## config.mk

```make
export PLATFORM = sky130hd
export DESIGN_NAME = fetch_stage_flat
export DESIGN_NICKNAME = d
export VERILOG_FILES = /design/src/rtl/fetch_stage_if.sv /design/src/rtl/fetch_stage.sv /design/src/flat_wrapper.sv
export SDC_FILE = /design/constraint.sdc
export NUM_CORES = 1
export LEC_CHECK = 0
export CAP_MARGIN = 5
export CORE_MARGIN = 4
export CORE_UTILIZATION = 56
export CTS_CLUSTER_SIZE = 40
export DETAILED_ROUTE_END_ITERATION = 7
export MAX_ROUTING_LAYER = met4
export PLACE_DENSITY = 0.95
export SYNTH_ARGS = -nofsm -noshare
export SYNTH_HDL_FRONTEND = slang
export SYNTH_SLANG_ARGS = --single-unit
```

## constraint.sdc

```tcl
create_clock -name i_clk -period 7.5 [get_ports i_clk]
set_input_delay 1.125 -clock i_clk [delete_from_list [all_inputs] [get_ports i_clk]]
set_output_delay 1.125 -clock i_clk [all_outputs]
set_load 0.02 [all_outputs]
```

## src/rtl/fetch_stage_if.sv

```systemverilog
// rtl/fetch_stage_if.sv - fetch stage control, instruction memory and IF/ID signal bundle
interface fetch_stage_if;
    logic        i_stall;
    logic        i_flush;
    logic        i_redirect;
    logic [31:0] i_redirect_pc;
    logic        o_imem_req;
    logic [31:0] o_imem_addr;
    logic        i_imem_gnt;
    logic        i_imem_rvalid;
    logic [31:0] i_imem_rdata;
    logic        o_id_valid;
    logic [31:0] o_id_instr;
    logic [31:0] o_id_pc;
    logic [31:0] o_id_pc4;

    modport master (
        input  i_stall, i_flush, i_redirect, i_redirect_pc,
        input  i_imem_gnt, i_imem_rvalid, i_imem_rdata,
        output o_imem_req, o_imem_addr,
        output o_id_valid, o_id_instr, o_id_pc, o_id_pc4
    );

    modport slave (
        output i_stall, i_flush, i_redirect, i_redirect_pc,
        output i_imem_gnt, i_imem_rvalid, i_imem_rdata,
        input  o_imem_req, o_imem_addr,
        input  o_id_valid, o_id_instr, o_id_pc, o_id_pc4
    );
endinterface

```

## src/rtl/fetch_stage.sv

```systemverilog
// rtl/fetch_stage.sv - instruction fetch with one outstanding request, skid buffer and IF/ID register
module fetch_stage #(
    parameter logic [31:0] RESET_PC  = 32'h0000_0000,
    parameter logic [31:0] NOP_INSTR = 32'h0000_0013
) (
    input  logic          i_clk,
    input  logic          i_rst_n,
    fetch_stage_if.master bus
);
    typedef enum logic [1:0] {F_REQ, F_WAIT, F_DROP} fetch_state_e;

    fetch_state_e state_q, state_d;
    logic [31:0]  pc_q, pc_d;
    logic [31:0]  req_pc_q, req_pc_d;
    logic         skid_valid_q, skid_valid_d;
    logic [31:0]  skid_instr_q, skid_instr_d;
    logic [31:0]  skid_pc_q, skid_pc_d;
    logic         id_valid_q, id_valid_d;
    logic [31:0]  id_instr_q, id_instr_d;
    logic [31:0]  id_pc_q, id_pc_d;
    logic [31:0]  id_pc4_q, id_pc4_d;

    logic imem_req, id_loadable, rsp_accept, skid_drain, rsp_to_slot, rsp_to_skid;

    always_comb begin
        imem_req    = (state_q == F_REQ) && !skid_valid_q && !bus.i_redirect;
        id_loadable = !id_valid_q || !bus.i_stall;
        rsp_accept  = (state_q == F_WAIT) && bus.i_imem_rvalid && !bus.i_redirect;
        skid_drain  = skid_valid_q && id_loadable && !bus.i_redirect;
        // A buffered instruction is older than any new response, so it wins the slot.
        rsp_to_slot = rsp_accept && id_loadable && !skid_valid_q;
        rsp_to_skid = rsp_accept && !rsp_to_slot;
    end

    always_comb begin
        state_d  = state_q;
        pc_d     = pc_q;
        req_pc_d = req_pc_q;
        case (state_q)
            F_REQ: begin
                if (imem_req && bus.i_imem_gnt) begin
                    req_pc_d = pc_q;
                    pc_d     = pc_q + 32'd4;
                    state_d  = F_WAIT;
                end
            end
            F_WAIT: begin
                if (bus.i_imem_rvalid)   state_d = F_REQ;
                else if (bus.i_redirect) state_d = F_DROP;
            end
            F_DROP: begin
                if (bus.i_imem_rvalid) state_d = F_REQ;
            end
            default: state_d = F_REQ;
        endcase
        if (bus.i_redirect) pc_d = {bus.i_redirect_pc[31:2], 2'b00};
    end

    always_comb begin
        skid_valid_d = skid_valid_q;
        skid_instr_d = skid_instr_q;
        skid_pc_d    = skid_pc_q;
        if (bus.i_redirect) begin
            skid_valid_d = 1'b0;
        end else if (rsp_to_skid) begin
            skid_valid_d = 1'b1;
            skid_instr_d = bus.i_imem_rdata;
            skid_pc_d    = req_pc_q;
        end else if (skid_drain && !bus.i_flush) begin
            skid_valid_d = 1'b0;
        end
    end

    always_comb begin
        id_valid_d = id_valid_q;
        id_instr_d = id_instr_q;
        id_pc_d    = id_pc_q;
        id_pc4_d   = id_pc4_q;
        if (bus.i_flush) begin
            id_valid_d = 1'b0;
            id_instr_d = NOP_INSTR;
        end else if (skid_drain) begin
            id_valid_d = 1'b1;
            id_instr_d = skid_instr_q;
            id_pc_d    = skid_pc_q;
            id_pc4_d   = skid_pc_q + 32'd4;
        end else if (rsp_to_slot) begin
            id_valid_d = 1'b1;
            id_instr_d = bus.i_imem_rdata;
            id_pc_d    = req_pc_q;
            id_pc4_d   = req_pc_q + 32'd4;
        end else if (!bus.i_stall) begin
            // Decode took the slot (or it was already empty); pc/pc4 keep their last values.
            id_valid_d = 1'b0;
            id_instr_d = NOP_INSTR;
        end
    end

    always_ff @(posedge i_clk or negedge i_rst_n) begin
        if (!i_rst_n) begin
            state_q      <= F_REQ;
            pc_q         <= RESET_PC;
            req_pc_q     <= RESET_PC;
            skid_valid_q <= 1'b0;
            skid_instr_q <= NOP_INSTR;
            skid_pc_q    <= 32'd0;
            id_valid_q   <= 1'b0;
            id_instr_q   <= NOP_INSTR;
            id_pc_q      <= 32'd0;
            id_pc4_q     <= 32'd0;
        end else begin
            state_q      <= state_d;
            pc_q         <= pc_d;
            req_pc_q     <= req_pc_d;
            skid_valid_q <= skid_valid_d;
            skid_instr_q <= skid_instr_d;
            skid_pc_q    <= skid_pc_d;
            id_valid_q   <= id_valid_d;
            id_instr_q   <= id_instr_d;
            id_pc_q      <= id_pc_d;
            id_pc4_q     <= id_pc4_d;
        end
    end

    assign bus.o_imem_req  = imem_req;
    assign bus.o_imem_addr = pc_q;
    assign bus.o_id_valid  = id_valid_q;
    assign bus.o_id_instr  = id_instr_q;
    assign bus.o_id_pc     = id_pc_q;
    assign bus.o_id_pc4    = id_pc4_q;
endmodule
```

## src/flat_wrapper.sv

```systemverilog
// flat-port wrapper written by rule: the top's interface ports become plain ports
module fetch_stage_flat 
#(
    parameter logic [31:0] RESET_PC  = 32'h0000_0000,
    parameter logic [31:0] NOP_INSTR = 32'h0000_0013
)
  (i_clk, i_rst_n, bus_i_stall, bus_i_flush, bus_i_redirect, bus_i_redirect_pc, bus_i_imem_gnt, bus_i_imem_rvalid, bus_i_imem_rdata, bus_o_imem_req, bus_o_imem_addr, bus_o_id_valid, bus_o_id_instr, bus_o_id_pc, bus_o_id_pc4);
  fetch_stage_if bus_i ();
  input  logic i_clk;
  input  logic i_rst_n;
  input wire logic [$bits(bus_i.i_stall)-1:0] bus_i_stall;
  input wire logic [$bits(bus_i.i_flush)-1:0] bus_i_flush;
  input wire logic [$bits(bus_i.i_redirect)-1:0] bus_i_redirect;
  input wire logic [$bits(bus_i.i_redirect_pc)-1:0] bus_i_redirect_pc;
  input wire logic [$bits(bus_i.i_imem_gnt)-1:0] bus_i_imem_gnt;
  input wire logic [$bits(bus_i.i_imem_rvalid)-1:0] bus_i_imem_rvalid;
  input wire logic [$bits(bus_i.i_imem_rdata)-1:0] bus_i_imem_rdata;
  output wire logic [$bits(bus_i.o_imem_req)-1:0] bus_o_imem_req;
  output wire logic [$bits(bus_i.o_imem_addr)-1:0] bus_o_imem_addr;
  output wire logic [$bits(bus_i.o_id_valid)-1:0] bus_o_id_valid;
  output wire logic [$bits(bus_i.o_id_instr)-1:0] bus_o_id_instr;
  output wire logic [$bits(bus_i.o_id_pc)-1:0] bus_o_id_pc;
  output wire logic [$bits(bus_i.o_id_pc4)-1:0] bus_o_id_pc4;
  assign bus_i.i_stall = bus_i_stall;
  assign bus_i.i_flush = bus_i_flush;
  assign bus_i.i_redirect = bus_i_redirect;
  assign bus_i.i_redirect_pc = bus_i_redirect_pc;
  assign bus_i.i_imem_gnt = bus_i_imem_gnt;
  assign bus_i.i_imem_rvalid = bus_i_imem_rvalid;
  assign bus_i.i_imem_rdata = bus_i_imem_rdata;
  assign bus_o_imem_req = bus_i.o_imem_req;
  assign bus_o_imem_addr = bus_i.o_imem_addr;
  assign bus_o_id_valid = bus_i.o_id_valid;
  assign bus_o_id_instr = bus_i.o_id_instr;
  assign bus_o_id_pc = bus_i.o_id_pc;
  assign bus_o_id_pc4 = bus_i.o_id_pc4;
  fetch_stage #(.RESET_PC(RESET_PC), .NOP_INSTR(NOP_INSTR)) u_core (.i_clk(i_clk), .i_rst_n(i_rst_n), .bus(bus_i));
endmodule
```

==> impl_metrics.ini, run 1 <==
[setup_path]
worstPathRequired_ns = 7.82
rr_worst_depth = 11
crit_fanout = 72
critPathKind = in -> reg
end_kind = flop
worstSetupStartpointType = input port
cp.arrival_ns = 4.50

[clocking]
cts_root_buf = clkbuf_16
cts_tree = done
htree_levels = 1
ctsResizeCount = 0
cts_buffer_depth = 3
cts_hold_buffers = 0
cts_setup_buffers = 0
clk_pin_slew_worst_paths_ns = 0.06
cts_sinks = 218
clk_latency_ns = 0.50
cts_made_buffers = 22

[finish]
diodes = 0
fillers = 1201
layout-drive-gt1-share_pct = 13.9
nets = 1202
area_growth_pct = 26.9
final_core_util_pct = 72.4

[die]
die_h_um = 143
rows = 49
ioPinCount = 201
die_w_um = 143
core_sq_mm = 0.0180
die_area_sq_mm = 0.0205
start_util_pct = 57.1

[outcome]
status = complete, no violations

[timing]
max_freq_mhz = 239
holdWs_ns = 0.469
finalMaxSlewViolations = 0
max_slew_margin_pct = 26.4
final_hold_viol_count = 0
final.setup_skew_ns = 0.0122
period_minus_slack_ns = 4.18
tightest_slew_ns = 1.10
rsz0062_at_grt = false
finalSetupViolCount = 0
setup-tns-final_ns = 0
finalCritPeriodShare_pct = 55.7

[synth]
syn-cell-area_sq_mm = 0.0102
async_reset_ff_share_pct = 100
synth_common_cells = dfrtp_1 (212), nand2_1 (161), o21ai_0 (103)
yosys_warnings = 0
synthCells = 958
synth_top_area_share_pct = 51.8
yosys-top-cells-area = dfrtp_1 (52%), mux2_2 (10%), nand2_1 (5.9%)
synth_edf_count = 0
synth_seq_cells = 218
synth.avg_cell_area_sq_um = 10.7
synth_flop_cell = dfrtp_1
synth.most_common_cell = dfrtp_1
ys_types = 58
yosys.area.top_type = dfrtp_1
synth-seq-area-share_pct = 53.3

[drt]
drcViolationCount = 0
wl_per_cell_um = 19.4
routed-via-count = 8085
drtIter0Drc = 680
via_per_inst = 5.89
antenna_left = 0
drt_wl_total_mm = 26.7
dr.pass1.iters = 5

[placement]
port_buffers = 192
dp_hpwl_mm = 18.1
place_congestion = 0.905

[power]
leakage_uw = 0.00556
p_total_uw = 3510
ir_drop_v = 0.000196
power_density_mw_per_mm2 = 270

[job]
drv_cap = 0

[global_route]
grt_max_degree = 123
antenna_found_initial = 0
grt_first_pass_wirelength_mm = 42.9
grt-ovfl-total = 0
grt_pass1_vias = 8264
grt_use_total_pct = 26.6

[worst_hold_path]
min_path_type = reg -> reg
hold-path-cell-count = 2
==> sequential cells by signal (all words and copies together) (netlist names) <==
signal / count
u_core.bus.o_id_instr: 32
u_core.skid_instr_q: 32
u_core.bus.o_id_pc4: 30
u_core.bus.o_id_pc: 30
u_core.bus.o_imem_addr: 30
u_core.req_pc_q: 30
u_core.skid_pc_q: 30
u_core.state_q: 2
u_core.bus.o_id_valid: 1
u_core.skid_valid_q: 1
==> cell usage in the layout, fill, tap and decap left out, types with 22 or more instances in the layout <==
cell / Yosys / routed
clkbuf_16: 0 / 23
clkdlybuf4s50_1: 0 / 190
dfrtp_1: 212 / 212
mux2_2: 93 / 93
mux2i_1: 50 / 50
nand2_1: 161 / 161
nand3_1: 25 / 25
nor2_1: 34 / 33
o21ai_0: 103 / 103
xnor2_1: 22 / 22
xor2_1: 34 / 34
==> metrics by stage <==
step / area [sq um] / instances / setup WS [ns]
global route: 13000 / 1373 / 3.13
CTS: 13000 / 1373 / 3.41
floorplan: 10300 / 963 / 3.55
global placement: 12300 / 1334 / 3.03
detailed placement: 12300 / 1334 / 2.92
finish: 13000 / 1373 / 3.32
==> cell families after synthesis <==
family | Yosys count | synth area share [%]
xor+xnor | 56 | 4.79
other cells | 1 | 0.0366
fa+ha+maj | 2 | 0.244
mux | 143 | 15.1
buf+inv | 70 | 3.36
compound gates | 158 | 8.69
simple gates | 310 | 14.5
flops | 218 | 53.3
==> worst paths after layout <==
path                                                from                        end  slack (ns)
worst max register to register       u_core.skid_valid_q    u_core.bus.o_id_pc4[30]        4.01
min in group asynchronous                        i_rst_n  u_core.bus.o_id_instr[17]        0.63
worst min-delay path            u_core.bus.o_id_instr[1]   u_core.bus.o_id_instr[1]        0.47
worst min register to register  u_core.bus.o_id_instr[1]   u_core.bus.o_id_instr[1]        0.47
worst max-delay path                      bus_i_redirect    u_core.bus.o_id_pc4[30]        3.32
max in group asynchronous                        i_rst_n       u_core.skid_pc_q[13]        5.48
==> layout make-up <==
type,instances,area [sq um],share of cell area (%)
Inverter,10,37.5,0.289
Sequential cell,218,5460,42.0
Timing Repair Buffer,202,2000,15.3
Multi-Input combinational cell,675,4490,34.5
Tap cell,229,287,2.20
Clock buffer,32,639,4.92
Clock inverter,7,90.1,0.693
==> power breakdown <==
group          leakage [uW]  internal [uW]  switching (uW)
combinational       0.00239            407             462
sequential          0.00282           1360             175
clock              0.000352            661             446
total               0.00556           2430            1080
==> metal layers <==
| layer | vias up | GRT usage, % | wire (um) |
|---|---|---|---|
| met5 | - | - | 0 |
| met3 | 79 | 3.96 | 2120 |
| li1 | 3678 | - | - |
| met2 | 422 | 42.8 | 12700 |
| met1 | 3906 | 35.0 | 10900 |
| met4 | 0 | 8.82 | 916 |
==> critical path: stages <==
cell and delay, ns:
buf_2 0.09, buf_4 0.32, nand2b_1 0.41, nor2_4 0.35, nand2_1 0.11, nand2_1 0.12, ha_1 0.25, nand4_1 0.18
nor3_1 0.41, a22oi_1 0.37, nor4bb_1 0.45, xor2_1 0.19, o21ai_0 0.10
Note: power is estimated with default switching activity, not from simulation.
==> run 2: changes to the inputs <==
Settings changed: CORE_UTILIZATION 56 to 52, PLACE_DENSITY 0.95 to 0.9.
Clock period 7.5 ns to 4.25 ns, I/O delays scaled along.
==> impl_metrics.ini, run 2 (same netlist as run 1, synthesis figures left out) <==
[timing]
finalMaxSlewViolations = 0
finalSetupViolCount = 0
setup-tns-final_ns = 0
tightest_slew_ns = 1.10
finalCritPeriodShare_pct = 77.7
max_slew_margin_pct = 26.4
rsz0062_at_grt = false
period_minus_slack_ns = 3.30
max_freq_mhz = 303
final.setup_skew_ns = 0.00715
final_hold_viol_count = 0

[finish]
nets = 1205
layout-drive-gt1-share_pct = 14.7
area_growth_pct = 28.5
layout_commonest_cell = dfrtp_1
final_cell_mix = dfrtp_1 (212), clkdlybuf4s50_1 (190), nand2_1 (161), o21ai_0 (103), mux2_2 (93)
final_cells = 1415

[placement]
place_congestion = 0.868
dp_hpwl_mm = 18.0
dpl.cell_count = 1372
port_buffers = 192

[setup_path]
worstPathRequired_ns = 4.60
crit_fanout = 13
cp.arrival_ns = 3.65
critPathKind = in -> reg
end_kind = flop
worstSetupStartpointType = input port
rrSetupSlack_ns = 1.00

[global_route]
grt-ovfl-total = 0
antenna_found_initial = 1
grt_max_degree = 132
grt_pass1_vias = 7971
grt_use_total_pct = 24.1
grt_first_pass_wirelength_mm = 42.0

[clocking]
clk_latency_ns = 0.51
cts_sinks = 218
cts_buffer_depth = 3
cts_setup_buffers = 0
cts_root_buf = clkbuf_16
cts_made_buffers = 23
ctsResizeCount = 0
clk_pin_slew_worst_paths_ns = 0.06
cts_tree = done
htree_levels = 1
cts_hold_buffers = 0

[drt]
routed-via-count = 7993
wl_per_cell_um = 18.4
drt_wl_total_mm = 26.1
antenna_left = 0
drcViolationCount = 0
drtIter0Drc = 582
via_per_inst = 5.65
dr.pass1.iters = 5

[power]
leakage_uw = 0.00562
power_density_mw_per_mm2 = 486
ir_drop_v = 0.000298

[outcome]
status = complete, no violations

[job]
drv_cap = 0

[worst_hold_path]
min_path_type = in -> async

[die]
core_sq_mm = 0.0194
ioPinCount = 201
die_w_um = 148
start_util_pct = 52.8
rows = 51
die_area_sq_mm = 0.0220
die_h_um = 148
-- run 2: layout make-up --
class                      count  area (sq um)
timing repair buffer         204          2020
sequential                   218          5460
antenna                        1          2.50
clock inverter                14           185
clock buffer                  28           634
tap                          265           332
multi-input combinational    675          4490
fill                        1404          6230
inverter                      10          37.5
-- run 2: path summary, 6_finish.rpt --
| kind | end | start | depth (start not counted) |
|---|---|---|---|
| min in group i_clk | u_core.bus.o_id_instr[4] | u_core.bus.o_id_instr[4] | 2 |
| min reg2reg | u_core.bus.o_id_instr[4] | u_core.bus.o_id_instr[4] | 2 |
| min | u_core.bus.o_id_instr[21] | i_rst_n | 1 |
| max | u_core.bus.o_id_pc4[28] | bus_i_stall | 12 |
| max in group asynchronous | u_core.req_pc_q[5] | i_rst_n | 2 |
| max reg2reg | u_core.bus.o_id_pc4[28] | u_core.skid_valid_q | 11 |
-- run 2: through the flow --
| step | hold WS [ns] | area, sq um | utilization, % | setup slack (ns) | power, uW |
|---|---|---|---|---|---|
| 2_1_floorplan | 0.342 | 10300 | - | 0.792 | 3430 |
| 3_3_place_gp | 0.453 | 12300 | 63.6 | 0.653 | 4200 |
| 3_5_place_dp | 0.460 | 12300 | 63.6 | 0.572 | 4270 |
| 4_1_cts | 0.342 | 13200 | 67.9 | 1.06 | 6420 |
| 5_1_grt | 0.381 | 13200 | 67.9 | 0.717 | 6670 |
| 6_report | 0.276 | 13200 | 67.9 | 0.946 | 6390 |
-- run 2: critical path: stages --
cell and delay [ns]:
clkdlybuf4s50_1 0.50, and2_1 0.49, nor2_4 0.10, nand2_1 0.11
nand2_1 0.06, ha_1 0.25, and4_1 0.25, nor2b_1 0.16
a22oi_1 0.65, nand4b_1 0.22, xnor2_1 0.13, o21ai_0 0.09
-- run 2: metal layers --
layer / up-vias / track usage [%] / share of wire (%)
met1: 3907 / 33.7 / 44
met4: 0 / 7.39 / 3.0
li1: 3692 / - / -
met2: 337 / 37.1 / 47
met3: 57 / 3.23 / 6.7
met5: - / - / 0
-- run 2: report_power, final --
part | switching, uW | total [uW] | internal (uW)
clock | 836 | 2150 | 1310
sequential | 310 | 2710 | 2400
combinational | 812 | 1530 | 720
==> run 3: changes to the inputs <==
Settings changed: CORE_UTILIZATION 52 to 47, PLACE_DENSITY 0.9 to 0.87.
Clock period 4.25 ns to 2.9 ns, I/O delays scaled along.
==> impl_metrics.ini, run 3 (same netlist as run 1, synthesis figures left out) <==
[power]
sequentialPowerShare_pct = 41.9
ir_drop_v = 0.000354
p_switching_uw = 2870
pwr-share-comb_pct = 24.0
sw_frac_of_total_pct = 30.2
power.share.clock_pct = 34.2
leakage_uw = 0.00577
p_total_uw = 9490
p_int_uw = 6620
power_density_mw_per_mm2 = 705

[setup_path]
worstPathRequired_ns = 2.47
r2r_start = u_core.bus.o_id_valid
end_kind = output pin
crit_start = u_core.skid_valid_q
cp.arrival_ns = 2.13
crit_fanout = 6
worstSetupStartpointType = flop
rr_worst_depth = 7
r2r-end = u_core.bus.o_id_pc4[23]
critPathKind = reg -> out
rrSetupSlack_ns = 0.39

[placement]
dpl-instance-area_sq_mm = 0.0126
dp_hpwl_mm = 18.7
place_congestion = 0.861
port_buffers = 192
place_ws_ns = -0.00601

[clocking]
htree_levels = 1
cts_sinks = 218
cts_buffer_depth = 3
cts_setup_buffers = 0
cts_hold_buffers = 1
clk_pin_slew_worst_paths_ns = 0.06
cts_made_buffers = 24
cts_root_buf = clkbuf_16
cts_tree = done
ctsResizeCount = 0
clk_latency_ns = 0.51

[drt]
drtIter0Drc = 518
antenna_left = 0
routed-via-count = 8014
drcViolationCount = 0
drt_wl_total_mm = 26.4
via_per_inst = 5.54
dr.pass1.iters = 5
wl_per_cell_um = 18.2

[timing]
tightest_slew_ns = 0.661
max_slew_margin_pct = 55.9
finalSetupViolCount = 0
holdWs_ns = 0.368
final_hold_viol_count = 0
period_minus_slack_ns = 2.57
finalCritPeriodShare_pct = 88.5
max_freq_mhz = 389
rsz0062_at_grt = false
final.setup_skew_ns = 0.0102
finalMaxSlewViolations = 0
timing.final.ws_setup_ns = 0.333

[global_route]
grt_pass1_vias = 7966
grt-ovfl-total = 0
grt_use_total_pct = 22.0
grt_first_pass_wirelength_mm = 42.5
antenna_found_initial = 0
grt_max_degree = 79

[worst_hold_path]
min_path_type = in -> reg
hold_path.startpoint = bus_i_redirect
hold-path-cell-count = 3
worst_hold_path.endpoint = u_core.state_q[0]

[die]
core_sq_mm = 0.0212
die_w_um = 156
start_util_pct = 48.3
die_h_um = 156
rows = 53
ioPinCount = 201
die_area_sq_mm = 0.0242

[finish]
area_growth_pct = 31.3
layout-drive-gt1-share_pct = 17.1
nets = 1227
layout_commonest_cell = dfrtp_1
diodes = 0
final_core_util_pct = 63.4
regArea_sq_mm = 0.00546
multi_input_area_sq_mm = 0.00454
fillers = 1624
final_area_sq_mm = 0.0135
final_cell_mix = dfrtp_1 (212), clkdlybuf4s50_1 (190), nand2_1 (157), o21ai_0 (102), mux2_2 (93)

[outcome]
status = complete, no violations

[job]
drv_cap = 0
## run 3: cell count changes in the layout (fill, tap and decap cells not counted), sizes merged
cell | previous run | this run
diode | 1 | 0
clkbuf | 29 | 35
dlygate4sd3 | 0 | 1
clkinvlp | 3 | 0
bufinv | 4 | 3
clkinv | 5 | 6
buf | 13 | 33
inv | 12 | 11
## run 3: through the flow
stage,std cells,setup TNS (ns)
floorplan,963,0
global placement,1402,0
detailed placement,1402,-0.00601
CTS,1447,0
global route,1447,0
finish,1447,0
## run 3: power by group through the flow
stage | sequential (uW) | clock, uW | combinational (uW)
global route | 4040 | 3410 | 2430
CTS | 3970 | 3300 | 2290
detailed placement | 4010 | 0 | 2270
global placement | 3980 | 0 | 2220
finish | 3970 | 3240 | 2270
floorplan | 4310 | 0 | 726
## run 3: worst max path at each step
stage	depth (start not counted)	endpoint	slack [ns]
final	3	bus_o_imem_req	0.33
after global routing	7	u_core.bus.o_id_pc4[23]	0.23
after CTS	3	bus_o_imem_req	0.35
after detailed placement	13	u_core.bus.o_id_pc4[22]	-0.006
after global placement	12	u_core.bus.o_id_pc4[30]	0.10
after floorplan	16	u_core.bus.o_id_pc4[30]	0.003
## run 3: cell type report
| type | count | share of cell area (%) |
|---|---|---|
| flip-flops and latches | 218 | 40.6 |
| multi-input cells | 675 | 33.8 |
| repair buffers | 225 | 16.4 |
| clock buffers | 34 | 5.42 |
| well taps | 275 | 2.56 |
| clock inverters | 10 | 0.976 |
| inverters | 10 | 0.279 |
## run 3: worst max-delay path: stages (launching register included)
cell and delay, ns:
dfrtp_1 0.42, buf_4 0.17, nor4_1 0.34, clkdlybuf4s50_1 0.69
## run 3: layer usage
layer | up-vias | part of all wire [%] | track usage (%)
li1 | 3726 | - | -
met3 | 47 | 6.5 | 3.41
met1 | 3922 | 45 | 30.9
met2 | 319 | 47 | 33.8
met4 | 0 | 2.1 | 5.79
met5 | - | 0 | -
